## src/rtl/uart_rx_fifo_if.sv

```systemverilog
// Pin and bus-decoder side of the buffered UART receiver.
// The slave modport is the receiver. The master modport is whatever drives rx, re and clr.
interface uart_rx_fifo_if #(
  parameter int DEPTH = 16
);
  logic                     rx;
  logic                     re;
  logic                     clr;
  logic [31:0]              so;
  logic                     empty;
  logic                     full;
  logic [$clog2(DEPTH):0]   count;
  logic                     overrun;
  logic                     frame_err;
  logic                     parity_err;

  modport master (
    output rx, re, clr,
    input  so, empty, full, count, overrun, frame_err, parity_err
  );

  modport slave (
    input  rx, re, clr,
    output so, empty, full, count, overrun, frame_err, parity_err
  );
endinterface

```

## src/rtl/uart_rx_fifo.sv

```systemverilog
// Oversampling 8N1 UART receiver feeding a DEPTH-entry FIFO. A byte appears on so one cycle after its stop-bit sample.
// There is no backpressure: a byte arriving at a full FIFO is dropped and sets overrun. Define UART_RX_PARITY_EN for 8E1 framing.
module uart_rx_fifo #(
  parameter int CLKS_PER_BIT = 104,
  parameter int DEPTH        = 16
) (
  input  logic         clk,
  input  logic         rst_n,
  uart_rx_fifo_if.slave bus
);

  localparam int AW = $clog2(DEPTH);
  localparam int CW = $clog2(CLKS_PER_BIT + 1);
  localparam logic [CW-1:0] BIT_LD   = CW'(CLKS_PER_BIT);
  localparam logic [CW-1:0] HALF_LD  = CW'(CLKS_PER_BIT / 2);
  localparam logic [CW-1:0] CNT_ONE  = CW'(1);
  localparam logic [AW:0]   OCC_FULL = (AW+1)'(DEPTH);
  localparam logic [AW:0]   OCC_ONE  = (AW+1)'(1);
  localparam logic [AW-1:0] PTR_ONE  = AW'(1);

  typedef enum logic [2:0] {
    S_IDLE,
    S_START,
    S_DATA,
`ifdef UART_RX_PARITY_EN
    S_PARITY,
`endif
    S_STOP,
    S_BREAK
  } state_t;

  logic          rx_meta, rx_s;
  state_t        state, state_n;
  logic [CW-1:0] cnt, cnt_n;
  logic [2:0]    bit_idx, bit_idx_n;
  logic [7:0]    shreg, sh_n;
  logic          expire;
  logic          push, set_fe;
`ifdef UART_RX_PARITY_EN
  logic          par_bad, par_bad_n, set_pe;
  logic          parity_err;
`endif

  logic [7:0]    mem [DEPTH];
  logic [AW-1:0] wr_ptr, rd_ptr;
  logic [AW:0]   count;
  logic          empty, full, do_push, do_pop, overflow;
  logic          overrun, frame_err;

  always_ff @(posedge clk or negedge rst_n) begin
    if (!rst_n) begin
      rx_meta <= 1'b1;
      rx_s    <= 1'b1;
    end else begin
      rx_meta <= bus.rx;
      rx_s    <= rx_meta;
    end
  end

  // A load of L expires exactly L cycles later, so a half-bit load lands mid start bit.
  assign expire = (cnt == CNT_ONE);

  always_ff @(posedge clk or negedge rst_n) begin
    if (!rst_n) begin
      state   <= S_IDLE;
      cnt     <= '0;
      bit_idx <= '0;
      shreg   <= '0;
`ifdef UART_RX_PARITY_EN
      par_bad <= 1'b0;
`endif
    end else begin
      state   <= state_n;
      cnt     <= cnt_n;
      bit_idx <= bit_idx_n;
      shreg   <= sh_n;
`ifdef UART_RX_PARITY_EN
      par_bad <= par_bad_n;
`endif
    end
  end

  always_comb begin
    state_n   = state;
    cnt_n     = (cnt != '0) ? cnt - CNT_ONE : '0;
    bit_idx_n = bit_idx;
    sh_n      = shreg;
    push      = 1'b0;
    set_fe    = 1'b0;
`ifdef UART_RX_PARITY_EN
    par_bad_n = par_bad;
    set_pe    = 1'b0;
`endif
    case (state)
      S_IDLE: begin
        if (!rx_s) begin
          cnt_n   = HALF_LD;
          state_n = S_START;
        end
      end
      S_START: begin
        if (expire) begin
          if (!rx_s) begin
            state_n   = S_DATA;
            cnt_n     = BIT_LD;
            bit_idx_n = '0;
`ifdef UART_RX_PARITY_EN
            par_bad_n = 1'b0;
`endif
          end else begin
            state_n = S_IDLE;
          end
        end
      end
      S_DATA: begin
        if (expire) begin
          sh_n      = {rx_s, shreg[7:1]};
          cnt_n     = BIT_LD;
          bit_idx_n = bit_idx + 3'd1;
          if (bit_idx == 3'd7) begin
`ifdef UART_RX_PARITY_EN
            state_n = S_PARITY;
`else
            state_n = S_STOP;
`endif
          end
        end
      end
`ifdef UART_RX_PARITY_EN
      S_PARITY: begin
        if (expire) begin
          cnt_n   = BIT_LD;
          state_n = S_STOP;
          if (rx_s != ^shreg) begin
            par_bad_n = 1'b1;
            set_pe    = 1'b1;
          end
        end
      end
`endif
      S_STOP: begin
        if (expire) begin
          if (rx_s) begin
`ifdef UART_RX_PARITY_EN
            push = !par_bad;
`else
            push = 1'b1;
`endif
            state_n = S_IDLE;
          end else begin
            set_fe  = 1'b1;
            state_n = S_BREAK;
          end
        end
      end
      S_BREAK: begin
        if (rx_s) state_n = S_IDLE;
      end
      default: state_n = S_IDLE;
    endcase
  end

  assign empty    = (count == '0);
  assign full     = (count == OCC_FULL);
  assign do_pop   = bus.re && !empty;
  // A pop in the same cycle frees the slot, so a full FIFO still accepts the byte.
  assign do_push  = push && (!full || do_pop);
  assign overflow = push && full && !do_pop;

  always_ff @(posedge clk) begin
    if (do_push) mem[wr_ptr] <= shreg;
  end

  always_ff @(posedge clk or negedge rst_n) begin
    if (!rst_n) begin
      wr_ptr <= '0;
      rd_ptr <= '0;
      count  <= '0;
    end else begin
      if (do_push) wr_ptr <= wr_ptr + PTR_ONE;
      if (do_pop)  rd_ptr <= rd_ptr + PTR_ONE;
      case ({do_push, do_pop})
        2'b10:   count <= count + OCC_ONE;
        2'b01:   count <= count - OCC_ONE;
        default: count <= count;
      endcase
    end
  end

  always_ff @(posedge clk or negedge rst_n) begin
    if (!rst_n) begin
      overrun    <= 1'b0;
      frame_err  <= 1'b0;
`ifdef UART_RX_PARITY_EN
      parity_err <= 1'b0;
`endif
    end else begin
      overrun    <= overflow | (overrun & ~bus.clr);
      frame_err  <= set_fe | (frame_err & ~bus.clr);
`ifdef UART_RX_PARITY_EN
      parity_err <= set_pe | (parity_err & ~bus.clr);
`endif
    end
  end

  assign bus.so        = empty ? 32'hFFFF_FFFF : {24'h0, mem[rd_ptr]};
  assign bus.empty     = empty;
  assign bus.full      = full;
  assign bus.count     = count;
  assign bus.overrun   = overrun;
  assign bus.frame_err = frame_err;
`ifdef UART_RX_PARITY_EN
  assign bus.parity_err = parity_err;
`else
  assign bus.parity_err = 1'b0;
`endif

endmodule

```

## src/flat_wrapper.sv

```systemverilog
// flat-port wrapper written by rule: the top's interface ports become plain ports
module uart_rx_fifo_flat 
#(
  parameter int CLKS_PER_BIT = 104,
  parameter int DEPTH        = 16
)
  (clk, rst_n, bus_rx, bus_re, bus_clr, bus_so, bus_empty, bus_full, bus_count, bus_overrun, bus_frame_err, bus_parity_err);
  uart_rx_fifo_if #(.DEPTH(DEPTH)) bus_i ();
  input  logic clk;
  input  logic rst_n;
  input wire logic [$bits(bus_i.rx)-1:0] bus_rx;
  input wire logic [$bits(bus_i.re)-1:0] bus_re;
  input wire logic [$bits(bus_i.clr)-1:0] bus_clr;
  output wire logic [$bits(bus_i.so)-1:0] bus_so;
  output wire logic [$bits(bus_i.empty)-1:0] bus_empty;
  output wire logic [$bits(bus_i.full)-1:0] bus_full;
  output wire logic [$bits(bus_i.count)-1:0] bus_count;
  output wire logic [$bits(bus_i.overrun)-1:0] bus_overrun;
  output wire logic [$bits(bus_i.frame_err)-1:0] bus_frame_err;
  output wire logic [$bits(bus_i.parity_err)-1:0] bus_parity_err;
  assign bus_i.rx = bus_rx;
  assign bus_i.re = bus_re;
  assign bus_i.clr = bus_clr;
  assign bus_so = bus_i.so;
  assign bus_empty = bus_i.empty;
  assign bus_full = bus_i.full;
  assign bus_count = bus_i.count;
  assign bus_overrun = bus_i.overrun;
  assign bus_frame_err = bus_i.frame_err;
  assign bus_parity_err = bus_i.parity_err;
  uart_rx_fifo #(.CLKS_PER_BIT(CLKS_PER_BIT), .DEPTH(DEPTH)) u_core (.clk(clk), .rst_n(rst_n), .bus(bus_i));
endmodule
```

## config.mk

```make
export PLATFORM = sky130hd
export DESIGN_NAME = uart_rx_fifo_flat
export DESIGN_NICKNAME = d
export VERILOG_FILES = /design/src/rtl/uart_rx_fifo_if.sv /design/src/rtl/uart_rx_fifo.sv /design/src/flat_wrapper.sv
export SDC_FILE = /design/constraint.sdc
export NUM_CORES = 1
export LEC_CHECK = 0
export BUFFER_PORTS_ARGS = -buffer_cell sky130_fd_sc_hd__buf_2
export CORE_MARGIN = 2
export CORE_UTILIZATION = 50
export CTS_BUF_LIST = sky130_fd_sc_hd__clkbuf_16
export DETAILED_ROUTE_END_ITERATION = 16
export HOLD_SLACK_MARGIN = 0.1
export PLACE_DENSITY_LB_ADDON = 0.1
export SYNTH_ARGS = -nofsm -noshare
export SYNTH_HDL_FRONTEND = slang
export SYNTH_SLANG_ARGS = --single-unit
```

## constraint.sdc

```tcl
create_clock -name clk -period 4.2 [get_ports clk]
set_clock_uncertainty 0.05 [all_clocks]
set_input_delay 0.42 -clock clk [delete_from_list [all_inputs] [get_ports clk]]
set_output_delay 0.42 -clock clk [all_outputs]
set_load 0.03 [all_outputs]
```

* Yosys cells after proc, flatten, opt, wreduce, memory -nomap -nowiden
Memories as Yosys holds them, arrays and structs flattened.
Index checks and enable logic that the tools add are counted.
Widths: inputs -> output; s select.
** Operators by class
- Bitwise logic cells :: 5
- Add/subtract/negate cells :: 6
- Reductions and logical operators :: 16
- Equality and inequality tests :: 16
- Mux-type cells :: 29
** Operators with widths (count)
- $mux 7 :: 5
- $mux 32 :: 1
- $mux 3 :: 10
- $pmux 7 s3 :: 1
- $pmux 3 s5 :: 1
- $ne 2x1->1 const B :: 5
- $pmux 5 s2 :: 1
- $add 4x1->4 const B :: 2
- $mux 1 :: 8
- $eq 7x1->1 const B :: 1
- $reduce_bool 7->1 :: 1
- $sub 7x1->7 const B :: 1
- $eq 3x2->1 const B :: 2
- $eq 3x3->1 const B :: 2
- $pmux 3 s2 :: 1
- $reduce_and 6->1 :: 1
- $add 5x1->5 const B :: 1
- $eq 5x5->1 const B :: 1
- $logic_not 5->1 :: 1
- $sub 5x1->5 const B :: 1
- $logic_and 1x1->1 :: 4
- $ne 2x2->1 const B :: 2
- $reduce_and 4->1 :: 1
- $reduce_bool 2->1 :: 2
- other kinds (12) :: 16
** Storage, ports and cells
- Output and inout port bits :: 42
- Memories :: 1
- Memory bits (writable) :: 128
- Bits in registers :: 38
- Logic and storage cells :: 84
- Input bits :: 5
** Memory list
- u_core.mem :: depth 16, width 8, rd ports 1, clocked after memory_dff 0, write ports 1, line uart_rx_fifo.sv:44 : logic [7:0] mem [DEPTH];

* Depth between registers and ports, before layout
- Depth in word-level cells :: 7
- Depth in mapped cells :: 15
- Gate-level depth less buffers :: 13

* Worst setup path after synthesis
OpenSTA, ideal clock, no wires.
- Path type :: register to register
- Start point :: register u_core.count[1], in the netlist u_core.bus.count[1]
- End point :: register u_core.count[4], in the netlist u_core.bus.count[4]
- Arrival time :: 2.957 ns
- Path buffers :: 2
- Cell stages (with the launch flop) :: 14
- Path slack :: 1.087 ns
- Setup time :: 0.105 ns
- Period minus slack after synthesis :: 3.113 ns
- Data required time :: 4.045 ns
- Path through :: dfrtp_1 > nor4_4 > and3_4 > and3b_4 > buf_6 > inv_1 > ha_1 > clkbuf_1 > xor2_1 > ha_1 > o211a_1 > o21ai_0 > o41ai_1 > nor4b_1
** On the way
- Cells in the longest elaborated chain, start to end :: 7
- Elaborated cells between the ends (all ways) :: 13
- Those cells by class :: add/sub (2); eq/ne (3); mux (1); reduce/logical (7)
** RTL lines
- from (decl) :: line uart_rx_fifo.sv:46 : logic [AW:0] count;
- from (signal assigned) :: line uart_rx_fifo.sv:183 : 2'b10: count <= count + OCC_ONE;
- from (signal assigned) :: line uart_rx_fifo.sv:184 : 2'b01: count <= count - OCC_ONE;
- from (signal assigned) :: line uart_rx_fifo.sv:185 : default: count <= count;
- $logic_not 5->1 :: line uart_rx_fifo.sv:163 : assign empty = (count == '0);
- $logic_not 1->1 :: line uart_rx_fifo.sv:165 : assign do_pop = bus.re && !empty;
- $logic_and 1x1->1 :: line uart_rx_fifo.sv:165
- $logic_or 1x1->1 :: line uart_rx_fifo.sv:167 : assign do_push = push && (!full || do_pop);
- $logic_and 1x1->1 :: line uart_rx_fifo.sv:167
- $eq 2x1->1 or $eq 2x2->1 (tied branches) :: line uart_rx_fifo.sv:182 : case ({do_push, do_pop})
- $pmux 5 s2 or $reduce_bool 2->1 (tied branches)
Several ways; a longest one is shown, not always the timed one.
A chain may end at the register's enable or synchronous reset.

* Final worst setup path
- Start point :: register u_core.cnt[1]
- End point :: register u_core.count[4], in the netlist u_core.bus.count[4]
** On the way
- Cells in the longest elaborated chain, start to end :: 6
- Elaborated cells between the ends (all ways) :: 8
- Those cells by class :: eq/ne (3); mux (3); reduce/logical (2)
** RTL lines
- from (decl) :: line uart_rx_fifo.sv:34 : logic [CW-1:0] cnt, cnt_n;
- from (signal assigned) :: line uart_rx_fifo.sv:74 : cnt <= cnt_n;
- $eq 7x1->1 (*) :: line uart_rx_fifo.sv:61 : assign expire = (cnt == CNT_ONE);
- $mux 1 (*) :: line uart_rx_fifo.sv:142 : if (expire) begin
- $mux 1 (*) :: line uart_rx_fifo.sv:94 : case (state)
- $logic_and 1x1->1 (*) :: line uart_rx_fifo.sv:167
- $eq 2x1->1 or $eq 2x2->1 (tied branches) :: line uart_rx_fifo.sv:182
- $pmux 5 s2 or $reduce_bool 2->1 (tied branches)
Mark *: on every way between the ends. The rest lies on a longest branch, timed or not.

==> results.md <==
- Summed over all layers, the global routing overflow is 0.
- Port buffering added 45 buffers.
- The worst path arrival time is 3.54 ns.
- The via count of the first global-routing pass is 3804.
- The cell leakage power is 3.20 nW.
- The post-synthesis average cell area is 16.1 um2.
- The floorplan step defined a die boundary enclosing 15500 um2.
- The number of core rows is 44.
- The number of nets at the end of the flow is 492.
- Hold is met by 0.218 ns.
- After the flow finishes, the layout carries non-filler instances totaling 671.
- The internal power summed over all cells is 2.68 mW.
- The area of combinational cells with multiple inputs is 2110 um2.
- The max-slew violation count is 0.
- The post-route setup TNS is 0 ns.
- The first global-routing pass estimated 21600 um of wire.
- The post-CTS repair timing setup buffer count is 0.
- The worst-path maximum fanout is 15.
- The die boundary height is 125 um.
- The analysis attributes to net switching a power of 0.630 mW.
- Of the total power, the clock network draws 46.5%.
- The gate count after technology mapping is 451.
- The largest net degree at the start of global routing is 39.
- The share of total power dissipated in combinational logic is 0.4%.
- The CTS buffer count is 17.
- The most used flip-flop cell after synthesis is edfxtp_1.
- The number of hold buffers added after CTS is 2.
- Summing all flip-flop and latch instances after layout gives 4800 um2.
- The number of remaining DRC errors is 0.
- The number of hold violations in the final report came to 0.
- The routed length per instance is 20.3 um.
- The aggregate global-route resource usage is 18.8%.
- The worst setup slack after placement is 0.926 ns.
- The tree is rooted in a clkbuf_16.
- Net switching is 19.0% of the power.
- For this design, the sink count on the clock tree is 166.
- The HPWL after detailed placement is 8660 um.
- The synthesized netlist occupies a cell area of 7280 um2.
- The post-CTS clock slew at the launch and capture registers of the worst setup and hold paths is 0.06 ns.
- The number of enable flip-flop cells after synthesis is 128.
- Setup repair after global routing left no endpoint under its margin.
- The synthesized netlist net count is 469.
- In this run the count of I/O pins placed on the die edge is 47.
- The required arrival time at the worst endpoint is 4.46 ns.
- The area of the placeable core is 14400 um2.
- The clock insertion delay at the later pin of the skew report is 0.42 ns.
- The number of fill cells is 1122.
- The max-cap check violation count is 0.
- After layout, the worst path uses 78.2% of the clock period.
- The number of antenna violations at the first check in global routing is 0.
- The Yosys step of the flow raised 0 warnings.
- In this run the worst hold path is classified as input port to flip-flop.
- The final period demand of the worst path is 3.28 ns.
- The critical path is of the flip-flop to flip-flop type.
- The run finished with clean final reports.
- For this configuration, the core starts out at a cell density of 50.7%.
- The number of placed instances with taps included is 637.
- The iteration-0 DRC count of the detailed router is 341.
- In the routed layout, each cell is associated on average with a via count of 5.66.
- Routability-driven placement finished with a final weighted congestion of 0.744.
- The worst slew margin relative to its limit is 42.8%.
- The proportion of power drawn by flip-flops and latches is 53.1%.
- Post-CTS repair changed the size of 0 cells.
- The final critical-path setup slack is 0.916 ns.
- The share of flip-flops with an asynchronous set or reset is 22.9%.
- The number of antenna repair diodes is 0.
- The overall die width is 125 um.
- The distinct cell type count of the synthesized netlist is 60.
- TritonCTS built the clock tree.
- IR analysis of the VDD net gives a maximum drop of 269 uV.
- Setup violations remaining at the end of the flow were counted as 0.
- The iteration count of the initial detailed-routing pass is 4.
- The maximum level of the CTS H-tree is 4.
- The synthesized design contains 166 register bits.
- The type of element capturing the critical path is a flip-flop.
- The measured slew at the worst slew-check pin is 0.856 ns.
- Wires add up to 13700 um.
- The post-detailed-route count of antenna-violating nets is 0.
- For this run, the register share of the synthesized area comes to 65.9%.
- The total vias in the final route is 3795.
- Of the cells placed in the final design, the portion with a size suffix greater than 1 is 26.3%.
- The synthesis-to-layout area growth is 10.8%.
- The power density over the cells is 410 nW/um2.
- The post-route total power is 3.31 mW.
- The highest clock frequency the design can meet is 304 MHz.
- The worst setup path is launched from a flip-flop.
- The longest clock path from root to sink contains 2 buffers.
[flip-flops by register name (all words and copies together), names as in the netlist]
| name | count |
|---|---|
| u_core.mem | 128 |
| u_core.shreg | 8 |
| u_core.cnt | 7 |
| u_core.bus.count | 5 |
| u_core.rd_ptr | 4 |
| u_core.wr_ptr | 4 |
| u_core.bit_idx | 3 |
| u_core.state | 3 |
| u_core.bus.frame_err | 1 |
| u_core.bus.overrun | 1 |
| u_core.rx_meta | 1 |
| u_core.rx_s | 1 |
[Yosys cell counts (all sizes together) (2+ instances only)]
library cell | instances | area share [%]
nor3b | 3 | 0.46
nor2 | 14 | 0.72
nor2b | 9 | 0.77
edfxtp | 128 | 53
or3 | 2 | 0.24
dfstp | 2 | 0.72
and4 | 4 | 0.50
mux2 | 12 | 1.9
nand3 | 12 | 0.83
a32oi | 2 | 0.24
nor3 | 5 | 0.50
mux2i | 27 | 3.7
o21ai | 6 | 0.41
and2 | 2 | 0.19
o211ai | 8 | 0.83
nand2b | 10 | 0.86
dfrtp | 36 | 12
xnor2 | 6 | 0.83
ha | 13 | 2.2
nand2 | 9 | 0.46
xor2 | 6 | 0.72
buf | 41 | 4.0
and3 | 10 | 0.93
a22oi | 8 | 0.83
and3b | 2 | 0.29
nor4 | 2 | 0.38
inv | 14 | 0.72
a21oi | 7 | 0.48
a22o | 2 | 0.24
nand4 | 3 | 0.26
mux4 | 24 | 7.4
clkbuf | 7 | 0.36
[power groups by stage]
stage / combinational (mW) / clock [mW] / sequential [mW]
finish: 0.0139 / 1.54 / 1.76
global route: 0.0162 / 1.62 / 1.76
CTS: 0.0148 / 1.57 / 1.76
detailed placement: 0.0134 / 0 / 1.79
global placement: 0.0130 / 0 / 1.79
floorplan: 0.00712 / 0 / 1.79
[area by class of cell]
type                    instances  area share (%)
well taps                     184            2.86
clock buffers                  17            5.28
clock inverters                15            2.02
inverters                      14           0.652
multi-input cells             223            26.2
repair buffers                 52            3.51
flip-flops and latches        166            59.5
[worst paths after layout]
check / startpoint / endpoint / slack (ns) / cells past startpoint
min in group asynchronous: rst_n / u_core.bus.count[1] / 0.59 / 2
setup / recovery: u_core.cnt[1] / u_core.bus.count[4] / 0.92 / 13
setup reg to reg: u_core.cnt[1] / u_core.bus.count[4] / 0.92 / 13
hold / removal: bus_clr / u_core.bus.frame_err / 0.22 / 3
max in group asynchronous: rst_n / u_core.rd_ptr[1] / 2.93 / 2
hold reg to reg: u_core.rx_meta / u_core.rx_s / 0.31 / 0
[cells by family (layout without fill, tap and decap cells)]
logic type               Yosys count  count (layout)  synth area share [%]
flip-flops                       166             166                  65.9
multiplexers                      63              63                  13.0
other                              1               1                0.0515
buffers and inverters             62              98                  5.09
AO/OA/AOI/OAI                     44              44                  4.37
AND/OR/NAND/NOR                   90              90                  7.75
adder cells (fa/ha/maj)           13              13                  2.23
XOR/XNOR                          12              12                  1.55
[metrics by stage]
stage	util, %	instance area, um2
floorplan	-	7280
global placement	51.9	7450
detailed placement	51.9	7450
CTS	56.1	8060
global route	56.1	8060
finish	56.1	8060
[cells in the final DEF (no fill, tap or decap), types with 7 or more instances in the layout]
cell type / count
a21oi_1: 7
a22oi_1: 8
and3_1: 9
buf_2: 45
clkbuf_16: 17
dfrtp_1: 35
edfxtp_1: 128
ha_1: 13
inv_1: 14
mux2_2: 11
mux2i_1: 27
mux4_2: 24
nand2_1: 9
nand2b_1: 10
nand3_1: 12
nor2_1: 14
nor2b_1: 9
o211ai_1: 8
[per-layer routing]
layer	vias to the layer above	global-route usage (%)	wire, um	share of wire, %
li1	1747	-	-	-
met1	1923	24.8	6000	44
met2	114	30.8	6730	49
met3	11	4.51	741	5.4
met4	0	6.35	187	1.4
met5	-	0	0	0
[worst max-delay path, cell delays in order (launching register included)]
cell     delay, ns
dfrtp_1       0.38
inv_1         0.08
ha_1          0.13
nor3b_4       0.27
and4_1        0.30
and3b_4       0.32
inv_1         0.09
ha_1          0.32
xor2_1        0.20
ha_1          0.23
nor2b_1       0.13
o21ai_0       0.26
a21oi_1       0.11
nor4b_1       0.32
No activity file was read; power rests on OpenSTA's default activity.
